===== config.mk =====
export PLATFORM = sky130hd
export DESIGN_NAME = maxnet_controller
export DESIGN_NICKNAME = d
export VERILOG_FILES = /design/src/rtl/maxnet_controller.sv
export SDC_FILE = /design/constraint.sdc
export NUM_CORES = 1
export LEC_CHECK = 0
export CORE_MARGIN = 3
export CORE_UTILIZATION = 30
export DETAILED_ROUTE_END_ITERATION = 8
export HOLD_SLACK_MARGIN = 0.1
export PLACE_DENSITY = 0.59
export SYNTH_ARGS = -nofsm -noshare
export SYNTH_HDL_FRONTEND = slang
export SYNTH_SLANG_ARGS = --single-unit

===== constraint.sdc =====
create_clock -name clk -period 1.3 [get_ports clk]
set_input_delay 0.195 -clock clk [delete_from_list [all_inputs] [get_ports clk]]
set_output_delay 0.195 -clock clk [all_outputs]
set_load 0.02 [all_outputs]

===== src/rtl/maxnet_controller.sv =====
// Purpose : sequencing FSM for the 4-neuron MaxNet winner-take-all datapath.
// Latency : done 3 cycles after an accepted start, plus 2 cycles per inhibition update.
// Backpr. : none; start is sampled only in IDLE and is dropped, not queued, while busy.
//
// Ports   : clk, rst (async active-low); start, active_mask[3:0] in;
//           init, write_reg (datapath strobes), busy, done, winner[1:0],
//           none_left, iter_count[ITER_W-1:0], timeout out.
// Option  : define MAXNET_TIMEOUT_EN to stop a search after MAX_ITER updates
//           without convergence; otherwise timeout is tied low and MAX_ITER
//           is only range-checked.
module maxnet_controller #(
    parameter int MAX_ITER = 64,
    parameter int ITER_W   = 7
) (
    input  logic              clk,
    input  logic              rst,
    input  logic              start,
    input  logic [3:0]        active_mask,
    output logic              init,
    output logic              write_reg,
    output logic              busy,
    output logic              done,
    output logic [1:0]        winner,
    output logic              none_left,
    output logic [ITER_W-1:0] iter_count,
    output logic              timeout
);

    if (MAX_ITER < 1 || (2 ** ITER_W) <= MAX_ITER) begin : g_bad_cfg
        $error("maxnet_controller: need MAX_ITER >= 1 and 2**ITER_W > MAX_ITER");
    end

    typedef enum logic [2:0] {
        S_IDLE,
        S_LOAD,
        S_EVAL,
        S_UPDATE,
        S_DONE
    } state_t;

    state_t      state, state_nxt;
    logic        clr_results;
    logic        res_we;
    logic        set_timeout;
    logic        converged;
    logic        limit_hit;
    logic [3:0]  mask_m1;
    logic [1:0]  low_idx;

    // Clearing the lowest set bit leaves zero iff popcount <= 1.
    assign mask_m1   = active_mask - 4'd1;
    assign converged = (active_mask & mask_m1) == 4'd0;

    // Lowest set bit; an empty mask yields 0, which is the reported winner
    // for the all-zero (tie collapse) outcome as well.
    always_comb begin
        low_idx = 2'd0;
        if (active_mask[0])      low_idx = 2'd0;
        else if (active_mask[1]) low_idx = 2'd1;
        else if (active_mask[2]) low_idx = 2'd2;
        else if (active_mask[3]) low_idx = 2'd3;
    end

`ifdef MAXNET_TIMEOUT_EN
    assign limit_hit = (iter_count == ITER_W'(MAX_ITER));
`else
    assign limit_hit = 1'b0;
`endif

    always_comb begin
        state_nxt   = state;
        clr_results = 1'b0;
        res_we      = 1'b0;
        set_timeout = 1'b0;
        case (state)
            S_IDLE: begin
                if (start) begin
                    state_nxt   = S_LOAD;
                    clr_results = 1'b1;
                end
            end
            S_LOAD:   state_nxt = S_EVAL;
            S_EVAL: begin
                if (converged) begin
                    res_we    = 1'b1;
                    state_nxt = S_DONE;
                end else if (limit_hit) begin
                    res_we      = 1'b1;
                    set_timeout = 1'b1;
                    state_nxt   = S_DONE;
                end else begin
                    state_nxt = S_UPDATE;
                end
            end
            S_UPDATE: state_nxt = S_EVAL;
            S_DONE:   state_nxt = S_IDLE;
            default:  state_nxt = S_IDLE;
        endcase
    end

    // Strobes decode straight from the state register, so reset clears
    // them immediately and init/write_reg can never overlap.
    assign init      = (state == S_LOAD);
    assign write_reg = (state == S_UPDATE);
    assign busy      = (state != S_IDLE);
    assign done      = (state == S_DONE);

    always_ff @(posedge clk or negedge rst) begin
        if (!rst) begin
            state      <= S_IDLE;
            winner     <= 2'd0;
            none_left  <= 1'b0;
            iter_count <= '0;
        end else begin
            state <= state_nxt;
            if (clr_results) begin
                winner     <= 2'd0;
                none_left  <= 1'b0;
                iter_count <= '0;
            end else begin
                if (res_we) begin
                    winner    <= low_idx;
                    // A timed-out search always has >= 2 bits set here.
                    none_left <= (active_mask == 4'd0);
                end
                if (state == S_UPDATE && iter_count != {ITER_W{1'b1}})
                    iter_count <= iter_count + ITER_W'(1);
            end
        end
    end

`ifdef MAXNET_TIMEOUT_EN
    always_ff @(posedge clk or negedge rst) begin
        if (!rst)             timeout <= 1'b0;
        else if (clr_results) timeout <= 1'b0;
        else if (set_timeout) timeout <= 1'b1;
    end
`else
    assign timeout = 1'b0;
    logic unused_set_timeout;
    assign unused_set_timeout = set_timeout;
`endif

endmodule


==> Word level (Yosys, flattened, before mapping) <==
Index checks and enable logic that the tools add are counted.
{ "classes": {"eq_ne": 6, "reduce_logical": 8, "mux": 17, "bitwise_logic": 1, "n_addsub": 2} }
{ "ops": {"columns": ["operator", "n"], "rows": [
  ["2-to-1 mux 7 bit", 2],
  ["2-to-1 mux 2 bit", 6],
  ["case mux 3 bit (3 select lines)", 1],
  ["zero test 4 bit", 2],
  ["adder 7 x 1 -> 7 bit (second input constant)", 1],
  ["!= test 7 bit (second input constant)", 1],
  ["equality test 3 x 2 -> 1 bit (second input constant)", 2],
  ["2-to-1 mux 1 bit", 6],
  ["2-to-1 mux 3 bit", 2],
  ["bitwise AND 4 bit", 1],
  ["nonzero test 2 bit", 2],
  ["subtractor 4 x 1 -> 4 bit (second input constant)", 1],
  ["equality test 3 x 1 -> 1 bit (second input constant)", 1],
  ["equality test 3 bit (second input constant)", 1],
  ["zero test 3 bit", 1],
  ["nonzero test 3 bit", 1],
  ["!= test 2 bit (second input constant)", 1],
  ["OR reduction 2 bit", 1],
  ["logical AND 1 bit", 1]
]} }
{ "totals": {"inputBits": 7, "regBits": 13} }

==> Depth between registers and ports, before layout <==
Gate-level depths: netlist of run 1.
{ "depth": {"ltp_word": 7, "ltp_mapped": 5, "mapped_depth_nobuf": 5} }

==> Worst setup path before layout of run 1 <==
OpenSTA, ideal clock, no wires.
{ "synth_timing": {"path_type": "register -> register", "start": "register iter_count[0]", "end": "register iter_count[5]", "setup_time_ps": 78, "stages_incl_launch_ff": 6, "slack_ps": -297, "required_ps": 1222, "synth_period_minus_slack_ps": 1597, "arrival_ps": 1520, "path_buffers": 0, "path_cell_list": "dfrtp_1 -> ha_1 -> nand3_1 -> o21ai_2 -> or4_1 -> a21oi_1"} }
{ "synth_via": {"elab_chain_len": 3, "word_cells_on_any_way": 6} }
{ "synth_rtl": {"columns": ["element", "line", "text"], "rows": [
  ["start: declaration", "25", "output logic [ITER_W-1:0] iter_count,"],
  ["start signal: assignment", "127", "iter_count <= iter_count + ITER_W'(1);"],
  ["adder 7 x 1 -> 7 bit / != test 7 bit (equally long branches)", "127, 126", null],
  ["2-to-1 mux 7 bit / logical AND 1 bit (equally long branches)", "126", "if (state == S_UPDATE && iter_count != {ITER_W{1'b1}})"],
  ["2-to-1 mux 7 bit / nonzero test 2 bit (equally long branches)", null, null]
]} }
Several ways; a longest one is shown, not always the timed one. The select of a mux whose other input is x is not followed.
A chain may end at the register's enable or synchronous reset.

==> Worst setup path in the final report of run 1 <==
{ "layout_timing": {"start": "register state[2]", "end": "register iter_count[5]"} }
{ "layout_via": {"elab_chain_len": 3, "word_cells_on_any_way": 6} }
{ "layout_rtl": {"columns": ["element", "line", "text"], "rows": [
  ["start: declaration", "41", "state_t state, state_nxt;"],
  ["start signal: assignment", "115", "state <= state_nxt;"],
  ["zero test 3 bit / equality test 3 x 2 -> 1 bit (equally long branches)", "75, 126", null],
  ["2-to-1 mux 1 bit / logical AND 1 bit (equally long branches)", "75, 126", null],
  ["2-to-1 mux 7 bit / nonzero test 2 bit (equally long branches)", null, null]
]} }
Several ways; a longest one is shown, not always the timed one.

==> results of run 1 <==
==> layout make-up <==
class | count | area share, %
Clock buffer | 4 | 2.05
Inverter | 1 | 0.293
Multi-Input combinational cell | 58 | 39.2
Sequential cell | 13 | 25.9
Tap cell | 27 | 2.64
Timing Repair Buffer | 46 | 29.9
==> how the worst max path moves through the flow <==
stage / from / endpoint / slack (ns) / cells past startpoint
floorplan: state[2] / iter_count[5] / -0.11 / 4
global route: state[2] / iter_count[5] / -0.20 / 5
detailed placement: active_mask[1] / none_left / -0.19 / 5
finish: state[2] / iter_count[5] / -0.13 / 5
global placement: state[0] / done / -0.18 / 2
CTS: state[2] / iter_count[5] / -0.13 / 5
==> repair_timing <==
action,in CTS,in global routing
setup buffers,9,3
gates resized for setup,48,34
endpoints found under the setup margin,20,17
pin swaps,8,13
==> through the flow <==
stage / instance area, µm² / cells / util [%] / TNS, ns
floorplan: 698 / 74 / - / -0.179
global placement: 1030 / 133 / 50.2 / -1.68
detailed placement: 1030 / 133 / 50.2 / -1.65
CTS: 1130 / 146 / 55.5 / -0.527
global route: 1280 / 149 / 62.7 / -1.77
finish: 1280 / 149 / 62.7 / -0.871
==> power by group through the flow <==
stage | combinational, mW | clock (mW) | sequential (mW)
global route | 1.59 | 0.270 | 0.661
detailed placement | 0.997 | 0 | 0.658
floorplan | 0.387 | 0 | 0.737
CTS | 1.15 | 0.252 | 0.629
finish | 1.46 | 0.239 | 0.642
global placement | 0.990 | 0 | 0.656
==> layer usage <==
metal	routed length [µm]	part of all wire, %
met5	0	0
met4	22	1.2
met3	78	4.1
met2	999	53
met1	796	42
==> state kept, by name (all words and copies together) (netlist names) <==
| name | count |
|---|---|
| state | 3 |
| none_left | 1 |
| winner | 2 |
| iter_count | 7 |
==> cells by family (layout without fill, tap and decap cells) <==
| kind of cell | count (synthesis) | in the layout | share of synthesized area [%] |
|---|---|---|---|
| AO/OA/AOI/OAI | 15 | 15 | 14.4 |
| AND/OR/NAND/NOR | 38 | 38 | 28.7 |
| other | 1 | 1 | 0.554 |
| flip-flops | 13 | 13 | 48.1 |
| adder cells (fa/ha/maj) | 1 | 1 | 1.85 |
| buffers and inverters | 3 | 51 | 2.22 |
| XOR/XNOR | 1 | 1 | 1.29 |
| multiplexers | 2 | 2 | 2.96 |
==> Yosys cell counts, drive strengths merged <==
master,n
inv,1
dfrtp,13
nand4,1
and2,1
and3,1
o21a,1
or4,1
a211oi,2
a21oi,5
or3b,1
nand2,12
nor2,7
xor2,1
nand3,6
o21ai,3
mux2i,2
nor3,3
and4,1
conb,1
ha,1
nor3b,3
buf,2
a31oi,1
and3b,1
a2111oi,1
a32oi,1
o31ai,1
==> critical path: stages (launching register included) <==
cell and delay [ns]:
dfrtp_1 0.41, and3b_2 0.26, buf_6 0.10, o21ai_2 0.05, or4_1 0.42, a21oi_2 0.12
==> results.md, run 1 <==
* Status: finished, violations left
* Failing checks: negative setup slack
* # diodes at 0
* Max Cap Violations at 0
* Hpwl dp at 1300 µm
* Commonest non-fill, non-tap cells in the layout: buf_4, nand2_1, dfrtp_1
* Nets at 131
* DRC at 0
* Register Area at 332 µm²
* Yosys top cell area share at 48.1%
* Switch Pwr at 0.931 mW
* Comb power frac at 62.4%
* Hold-fix buffers at CTS at 0
* Clock transition at path regs at 0.07 ns
* Largest net degree at the start of global routing at 10
* Synth top area cells: dfrtp_1, nand2_1, nand3_1, nor2_1, a21oi_1
* Grt met3 use at 4.23%
* Vias in the first global route at 721
* CP max FO at 4
* Multi-input gate area at 502 µm²
* Post-synth cell types at 29
* Met2 GRT Util at 26.3%
* Final Hold Viols at 0
* Syn nets at 82
* Worst hold margin at 0.149 ns
* CP endpoint kind: register
* Setup CP Type: register to register
* Final WS setup at -0.127 ns
* Fill cell count at 180
* Sw Ratio at 39.8%
* DIE WIDTH at 53.5 µm
* Clock root buffer: clkbuf_4
* Total gr overflow at 0
* Die Ht at 53.5 µm
* Required time of the critical path at 1.50 ns
* Pint at 1.41 mW
* Critical path arrival at 1.63 ns
* Drt pass-1 iters at 4
* Bufs on Longest Clock Path at 2
* Seq/Total Area, Yosys at 48.1%
* Flop pwr share at 27.4%
* Core ar. at 0.00204 mm²
* Critical R2R Launch: state[2]
* Clk_skew at 0.00232 ns
* Routed len/inst at 12.7 µm
* Io pins at 22
* Layout cells sized above 1 at 55.7%
* Clock network fraction of design power at 10.2%
* Syn. warnings at 0
* R2R setup slack at -0.13 ns
* Reg2Reg Depth at 5
* PwrDens at 1830 mW/mm²
* Tcrit/Tclk final at 110%
* Avg Inst Size Synth at 9.15 µm²
* Area Overhead vs Synth at 89.1%
* DR vias at 726
* F_max at 0.701 GHz
* FP Rows at 16
* Number of synthesized register bits at 13
* Leakage power at 0.574 nW
* Total Power at 2.34 mW
* Final min period at 1.43 ns
* Mapped Cells at 74
* Startpoint types: register
* Commonest non-fill, non-tap cell in the layout: buf_4
* # setup viols final at 11
* GRT Overall Usage at 15.1%
* First-pass GRT wire length at 3100 µm
* Met1 global-route usage at 17.7%
* R2r endpoint: iter_count[5]
* Largest area contributor in the netlist: dfrtp_1
* Clock sink count at 13
* Placer Congestion at 0.823
* Busiest layer in global routing: met2
* Initial antenna violation count at 0
* Die area at 0.00286 mm²
* Mapped cell area at 677 µm²
* RSZ-0062 raised after global routing: true
* Number of CTS-inserted buffers at 3
* Maximum vdd drop at 1.08 mV
* Drt via density at 4.87
* Pre-CTS setup slack at -0.192 ns
* Drt first-iter violations at 6
* Worst-Skew Late Latency at 0.27 ns
* H-tree levels at 1
* Port Buf Inserts at 20
* Final Slew Violations at 0
* Initial core utilization at 33.1%
* Final wirelength at 1900 µm
* Hold WC Path Type: input pin to asynchronous set/reset pin
* CTS tree: yes
* Post-route ant nets at 0
No activity file was read; power rests on OpenSTA's default activity.
==> run 2: changes to the inputs <==
--- a/config.mk
+++ b/config.mk
@@ -5,11 +5,13 @@
 export SDC_FILE = /design/constraint.sdc
 export NUM_CORES = 1
 export LEC_CHECK = 0
+export ABC_AREA = 1
 export CORE_MARGIN = 3
 export CORE_UTILIZATION = 30
+export CTS_CLUSTER_SIZE = 30
 export DETAILED_ROUTE_END_ITERATION = 8
 export HOLD_SLACK_MARGIN = 0.1
-export PLACE_DENSITY = 0.59
+export PLACE_DENSITY = 0.56
 export SYNTH_ARGS = -nofsm -noshare
 export SYNTH_HDL_FRONTEND = slang
 export SYNTH_SLANG_ARGS = --single-unit
==> constraint.sdc (replaced) <==
create_clock -name clk -period 1.4 [get_ports clk]
set_input_delay 0.21 -clock clk [delete_from_list [all_inputs] [get_ports clk]]
set_output_delay 0.21 -clock clk [all_outputs]
set_load 0.02 [all_outputs]
==> results.md, run 2 <==
* CP endpoint kind: output port
* Critical path arrival at 1.13 ns (-0.50 ns)
* Io pins at 22 (unchanged)
* Hold WC Path Type: input pin to asynchronous set/reset pin
* Synth top area cells: dfrtp_1, nand2_1, nand3_1, nor2_4, nand4_4
* # diodes at 0 (unchanged)
* Final Hold Viols at 0 (unchanged)
* Largest net degree at the start of global routing at 14 (+4)
* Tcrit/Tclk final at 95.7%
* Nets at 141 (+7.6%)
* CTS tree: yes
* Synth cell count leaders: nand2_1, dfrtp_1, nand3_1, inv_1, nor2_1
* Compound-Gate Fraction of Synth Area at 3.60% (-11 points)
* Drt via density at 4.74 (-2.6%)
* First-pass GRT wire length at 3170 µm (+2.2%)
* Port Buf Inserts at 20 (unchanged)
* Clock network fraction of design power at 13.4% (+3.2 points)
* Clock sink count at 13 (unchanged)
* Final min period at 1.34 ns
* CP peak stage delay at 0.45 ns (+0.03 ns)
* Biggest register: iter_count
* Reg2Reg Depth at 7 (+2)
* # setup viols final at 0 (-11)
* Final Slew Violations at 0 (unchanged)
* Die Ht at 56.5 µm (+5.6%)
* Design area at 0.00120 mm² (-6.5%)
* Area post-placement at 0.00111 mm² (+8.4%)
* Mapped cell area at 764 µm² (+13%)
* Post-synth cell types at 26 (-10%)
* CP max FO at 4 (unchanged)
* Drt first-iter violations at 7 (+1)
* Required time of the critical path at 1.19 ns (-0.31 ns)
* Number of synthesized register bits at 13 (unchanged)
* Clk_skew at 0.00618 ns (+0.00386 ns)
* Startpoint types: register
* Pint at 1.05 mW (-25%)
* Simple-Gate Fraction of Synth Area at 40.4% (+12 points)
* CP Cell Sequence: inv_4 -> nor3_4 -> buf_6
* Synth Area in XOR/XNOR at 3.44% (+2.1 points)
* Placed cell count at 153 (+15%)
* Comb power frac at 56.1% (-6.3 points)
* Leakage power at 0.631 nW (+10%)
* Commonest non-fill, non-tap cell in the layout: nand2_1
* R2R setup slack at 0.08 ns (+0.21 ns)
* H-tree levels at 1 (unchanged)
* DIE WIDTH at 56.5 µm (+5.6%)
* Flop pwr share at 30.5% (+3.1 points)
* PwrDens at 1570 mW/mm² (-14%)
* Seq/Total Area, Yosys at 42.6% (-5.5 points)
* Total gr overflow at 0 (unchanged)
* Core ar. at 0.00232 mm² (+14%)
* GRT Overall Usage at 13.0% (-2.1 points)
* Mapped Cells at 90 (+22%)
* Syn nets at 98 (+20%)
* Switch Pwr at 0.828 mW (-11%)
* Biggest regs: iter_count: 7 flops, state: 3 flops, winner: 2 flops
* Sw Ratio at 44.0% (+4.2 points)
* Max Cap Violations at 0 (unchanged)
* Drt pass-1 iters at 4 (unchanged)
* Setup CP Type: register to output port
* Fraction of synthesized area in multiplexers at 0% (-3.0 points)
* R2r endpoint: iter_count[5]
* FP Rows at 17 (+1)
* Maximum vdd drop at 0.873 mV (-19%)
* Vias in the first global route at 725 (+0.55%)
* Largest register FFs at 7 (unchanged)
* Synth Flop Type: dfrtp_1
* Syn. warnings at 0 (unchanged)
* Post-route ant nets at 0 (unchanged)
* Final wirelength at 1960 µm (+3.3%)
* Synth Area in Adders at 1.64% (-0.21 points)
* Most common cell in the netlist: nand2_1
* Fraction of registers with async set/reset at 100% (unchanged)
* Hpwl dp at 1350 µm (+3.8%)
* Largest family of logic cells by synthesized area: simple AND/OR/NAND/NOR gates
* Clock transition at path regs at 0.09 ns (+0.02 ns)
* F_max at 0.747 GHz
* Initial antenna violation count at 0 (unchanged)
* Die area at 0.00319 mm² (+11%)
* Avg Inst Size Synth at 8.49 µm² (-7.1%)
* Critical R2R Launch: iter_count[0]
* Status: complete, no violations
* Worst-Skew Late Latency at 0.29 ns (+0.02 ns)
* Layout cells sized above 1 at 34.8% (-21 points)
* Number of CTS-inserted buffers at 3 (unchanged)
* Final Util at 51.6% (-11 points)
* Largest area contributor in the netlist: dfrtp_1
* Bufs on Longest Clock Path at 2 (unchanged)
* Worst hold margin at 0.226 ns (+0.0762 ns)
* Area Overhead vs Synth at 56.5%
* Critical-path top delay cell: dfrtp_1
* DR vias at 759 (+4.5%)
* DRC at 0 (unchanged)
* Placer Congestion at 0.703 (-15%)
* Clock root buffer: clkbuf_4
* Post-synth EDFFs at 0 (unchanged)
* Fill cell count at 242 (+34%)
* Routed len/inst at 12.2 µm (-3.8%)
* Yosys top cell area share at 42.6% (-5.5 points)
* Commonest non-fill, non-tap cells in the layout: nand2_1, buf_4, nand3_1
* Initial core utilization at 33.0% (-0.18 points)
* Fin cells at 160 (+7.4%)
run 2: cell types whose count changed after synthesis, moves of 2 or more:
cell / delta
nand2_1: +13
nand3_1: +7
inv_1: +4
a21oi_1: -3
inv_2: +3
nor2_1: -3
nor3b_1: -3
a211oi_1: -2
mux2i_1: -2
nor2_4: +2
o21ai_0: -2
o21ai_1: +2
xnor2_1: +2
run 2: cell type report:
class                   instances  area (µm²)  share of cell area (%)
clock buffers                   4        26.3                    2.20
flip-flops and latches         13         328                    27.4
inverters                      11        52.6                    4.39
well taps                      28        35.0                    2.93
multi-input cells              65         422                    35.3
repair buffers                 39         333                    27.8
run 2: through the flow:
| step | setup slack [ns] | power, mW | TNS (ns) |
|---|---|---|---|
| after floorplan | 0.0414 | 1.07 | 0 |
| after global placement | -0.0437 | 1.51 | -0.126 |
| after detailed placement | -0.107 | 1.53 | -0.236 |
| after CTS | 0.00563 | 1.77 | 0 |
| after global routing | -0.0137 | 2.03 | -0.0178 |
| final | 0.0604 | 1.88 | 0 |
run 2: power by group through the flow:
stage	clock network [mW]	logic, mW	registers [mW]
2_1_floorplan	0	0.442	0.626
3_3_place_gp	0	0.951	0.562
3_5_place_dp	0	0.963	0.565
4_1_cts	0.267	0.960	0.538
5_1_grt	0.288	1.16	0.589
6_report	0.252	1.05	0.574
run 2: repair_timing:
item | in CTS | in global routing
endpoints found under the setup margin | 14 | 12
pin swaps | 0 | 2
hold buffers | 0 | 0
resized for setup | 27 | 17
hold endpoints to repair | 0 | 0
setup buffers | 2 | 1
run 2: cell families after synthesis:
family | after synthesis
and+or+nand+nor | 55
AOI/OAI and AO/OA | 5
adders and majority gates | 1
xor gates and xnor gates | 3
DFF | 13
other | 1
buffers and inverters | 12
run 2: how the worst max path moves through the flow:
| stage | slack, ns | endpoint | cells past startpoint | startpoint |
|---|---|---|---|---|
| global route | -0.01 | done | 3 | state[2] |
| CTS | 0.006 | iter_count[5] | 7 | iter_count[0] |
| floorplan | 0.04 | iter_count[5] | 7 | iter_count[0] |
| finish | 0.06 | done | 3 | state[2] |
| detailed placement | -0.11 | init | 3 | state[0] |
| global placement | -0.04 | done | 2 | state[0] |
run 2: layer usage:
| layer | global-route usage [%] | vias to the layer above | part of all wire, % |
|---|---|---|---|
| li1 | - | 376 | - |
| met1 | 15.7 | 351 | 41 |
| met2 | 20.8 | 26 | 50 |
| met3 | 5.52 | 6 | 6.5 |
| met4 | 4.07 | 0 | 2.2 |
| met5 | 0 | - | 0 |
run 2: worst max-delay path: cells and delay by family (launching register included):
kind          cells  cell delay [ns]
simple gates      1             0.18
buf+inv           2             0.21
flops             1             0.45
==> run 3: changes to the inputs <==
--- a/config.mk
+++ b/config.mk
@@ -11,7 +11,7 @@
 export CTS_CLUSTER_SIZE = 30
 export DETAILED_ROUTE_END_ITERATION = 8
 export HOLD_SLACK_MARGIN = 0.1
-export PLACE_DENSITY = 0.56
+export PLACE_DENSITY = 0.58
 export SYNTH_ARGS = -nofsm -noshare
 export SYNTH_HDL_FRONTEND = slang
 export SYNTH_SLANG_ARGS = --single-unit
==> constraint.sdc (replaced) <==
create_clock -name clk -period 1.22 [get_ports clk]
set_input_delay 0.183 -clock clk [delete_from_list [all_inputs] [get_ports clk]]
set_output_delay 0.183 -clock clk [all_outputs]
set_load 0.02 [all_outputs]
==> results.md, run 3 (synthesis gave the netlist of run 2 again) <==
* Status: finished, violations left
* Failing checks: negative setup slack
* Initial antenna violation count at 0 (unchanged)
* CP endpoint kind: register
* Drt pass-1 iters at 4 (unchanged)
* Area Overhead vs Synth at 61.5%
* Commonest non-fill, non-tap cells in the layout: buf_4, nand2_1, nand3_1
* Routed len/inst at 10.5 µm (-14%)
* R2R setup slack at -0.04 ns (-0.12 ns)
* Initial core utilization at 33.0% (unchanged)
* Final wirelength at 1750 µm (-11%)
* Hold WC Path Type: input pin to asynchronous set/reset pin
* Core ar. at 0.00232 mm² (unchanged)
* Placer Congestion at 0.795 (+13%)
* Port Buf Inserts at 20 (unchanged)
* Critical path arrival at 1.43 ns (+0.30 ns)
* Drt first-iter violations at 7 (unchanged)
* Drt via density at 4.55 (-4.1%)
* Comb power frac at 56.9% (+0.8 points)
* Clk_skew at 0.00336 ns (-0.00282 ns)
* Final Slew Violations at 0 (unchanged)
* Worst setup path end: iter_count[3]
* Fill cell count at 224 (-7.4%)
* Startpoint types: register
* Post-route ant nets at 0 (unchanged)
* Clock transition at path regs at 0.07 ns (-0.02 ns)
* Biggest regs: iter_count: 7 flops, state: 3 flops, winner: 2 flops
* Sw Ratio at 42.3% (-1.7 points)
* Clock sink count at 13 (unchanged)
* Hold-fix buffers at CTS at 0 (unchanged)
* Total gr overflow at 0 (unchanged)
* Clock network fraction of design power at 12.1% (-1.3 points)
* PwrDens at 1700 mW/mm² (+8.5%)
* Bufs on Longest Clock Path at 2 (unchanged)
* Nets at 147 (+4.3%)
* Switch Pwr at 0.890 mW (+7.5%)
* Die area at 0.00319 mm² (unchanged)
* First-pass GRT wire length at 3000 µm (-5.2%)
* Max Cap Violations at 0 (unchanged)
* Biggest register: iter_count
* FP Rows at 17 (unchanged)
* Final WS setup at -0.0432 ns (-0.104 ns)
* Critical R2R Launch: iter_count[0]
* Tcrit/Tclk final at 104%
* Setup CP Type: register to register
* Vias in the first global route at 705 (-2.8%)
* Pre-CTS setup slack at -0.217 ns (-0.110 ns)
* DR vias at 755 (-0.53%)
* CP max FO at 7 (+3)
* Design area at 0.00123 mm² (+3.2%)
* Maximum vdd drop at 1.04 mV (+20%)
* Crit. Startpoint: iter_count[0]
* # diodes at 0 (unchanged)
* DIE WIDTH at 56.5 µm (unchanged)
* Worst-Skew Late Latency at 0.27 ns (-0.02 ns)
* Pint at 1.22 mW (+15%)
* H-tree levels at 1 (unchanged)
* Required time of the critical path at 1.39 ns (+0.20 ns)
* Commonest non-fill, non-tap cell in the layout: buf_4
* RSZ-0062 raised after global routing: true
* Io pins at 22 (unchanged)
* Number of CTS-inserted buffers at 3 (unchanged)
* Total Power at 2.11 mW (+12%)
* Final min period at 1.26 ns
* GRT Overall Usage at 11.7% (-1.3 points)
* Largest register FFs at 7 (unchanged)
* Clock root buffer: clkbuf_4
* Reg2Reg Depth at 7 (unchanged)
* Flop pwr share at 31.0% (+0.5 points)
* Final Hold Viols at 0 (unchanged)
* Layout cells sized above 1 at 39.9% (+5.0 points)
* Leakage power at 0.638 nW (+1.1%)
* # setup viols final at 8 (+8)
* R2r endpoint: iter_count[3]
* Die Ht at 56.5 µm (unchanged)
* DRC at 0 (unchanged)
* F_max at 0.792 GHz
* Area post-placement at 0.00119 mm² (+7.4%)
* Largest net degree at the start of global routing at 14 (unchanged)
* CTS tree: yes
* Post-CTS setup buffer count at 0 (-2)
* Hpwl dp at 1310 µm (-3.5%)
run 3: cell count changes in the layout (fill, tap and decap cells not counted), sizes merged:
| cell | previous run | this run |
|---|---|---|
| buf | 22 | 28 |
| clkdlybuf4s15 | 0 | 4 |
| dlygate4sd2 | 10 | 5 |
| nand4 | 3 | 4 |
run 3: timing repair:
action                                  CTS  global route
endpoints found under the setup margin   23            18
resized for setup                        36            10
pin swaps                                 1             4
gates cloned                              0             1
run 3: layout make-up:
class                           instances  area (µm²)  share of cell area (%)
Sequential cell                        13         330                    26.7
Timing Repair Buffer                   44         368                    29.8
Multi-Input combinational cell         66         423                    34.2
Clock buffer                            4        26.3                    2.13
Tap cell                               28        35.0                    2.84
Inverter                               11        52.6                    4.26
run 3: how the worst min path moves through the flow:
stage	start	end	slack, ns	cells after the start
floorplan	rst	iter_count[0]	-0.11	0
global placement	rst	iter_count[4]	0.50	2
detailed placement	winner[1]	winner[1]	0.49	2
CTS	rst	iter_count[3]	0.20	2
global route	rst	iter_count[3]	0.21	2
finish	rst	iter_count[3]	0.20	2
run 3: power groups by stage:
stage / registers [mW] / clock network [mW] / logic, mW
floorplan: 0.737 / 0 / 0.513
global placement: 0.649 / 0 / 1.15
detailed placement: 0.655 / 0 / 1.15
CTS: 0.649 / 0.270 / 1.11
global route: 0.671 / 0.292 / 1.32
finish: 0.652 / 0.256 / 1.20
run 3: critical path, stage by stage (launching register included):
cell	delay (ns)
dfrtp_2	0.44
ha_4	0.18
nand3_4	0.09
nor2_4	0.05
nor2_4	0.23
nor2_8	0.07
nand2_1	0.07
nand2_1	0.04
run 3: routing by layer:
metal / wire (µm) / global-route usage, % / up-vias / share of wire (%)
li1: - / - / 392 / -
met1: 847 / 15.3 / 342 / 48
met2: 800 / 18.5 / 19 / 46
met3: 87 / 3.68 / 2 / 5.0
met4: 14 / 3.05 / 0 / 0.80
met5: 0 / 0 / - / 0
run 3: through the flow:
stage / hold WS [ns] / TNS (ns) / cells / utilization [%]
4_1_cts: 0.203 / -0.397 / 165 / 52.0
2_1_floorplan: -0.113 / -0.323 / 90 / -
3_3_place_gp: 0.495 / -1.97 / 161 / 51.5
5_1_grt: 0.208 / -1.18 / 166 / 53.3
3_5_place_dp: 0.492 / -2.10 / 161 / 51.5
6_report: 0.204 / -0.296 / 166 / 53.3
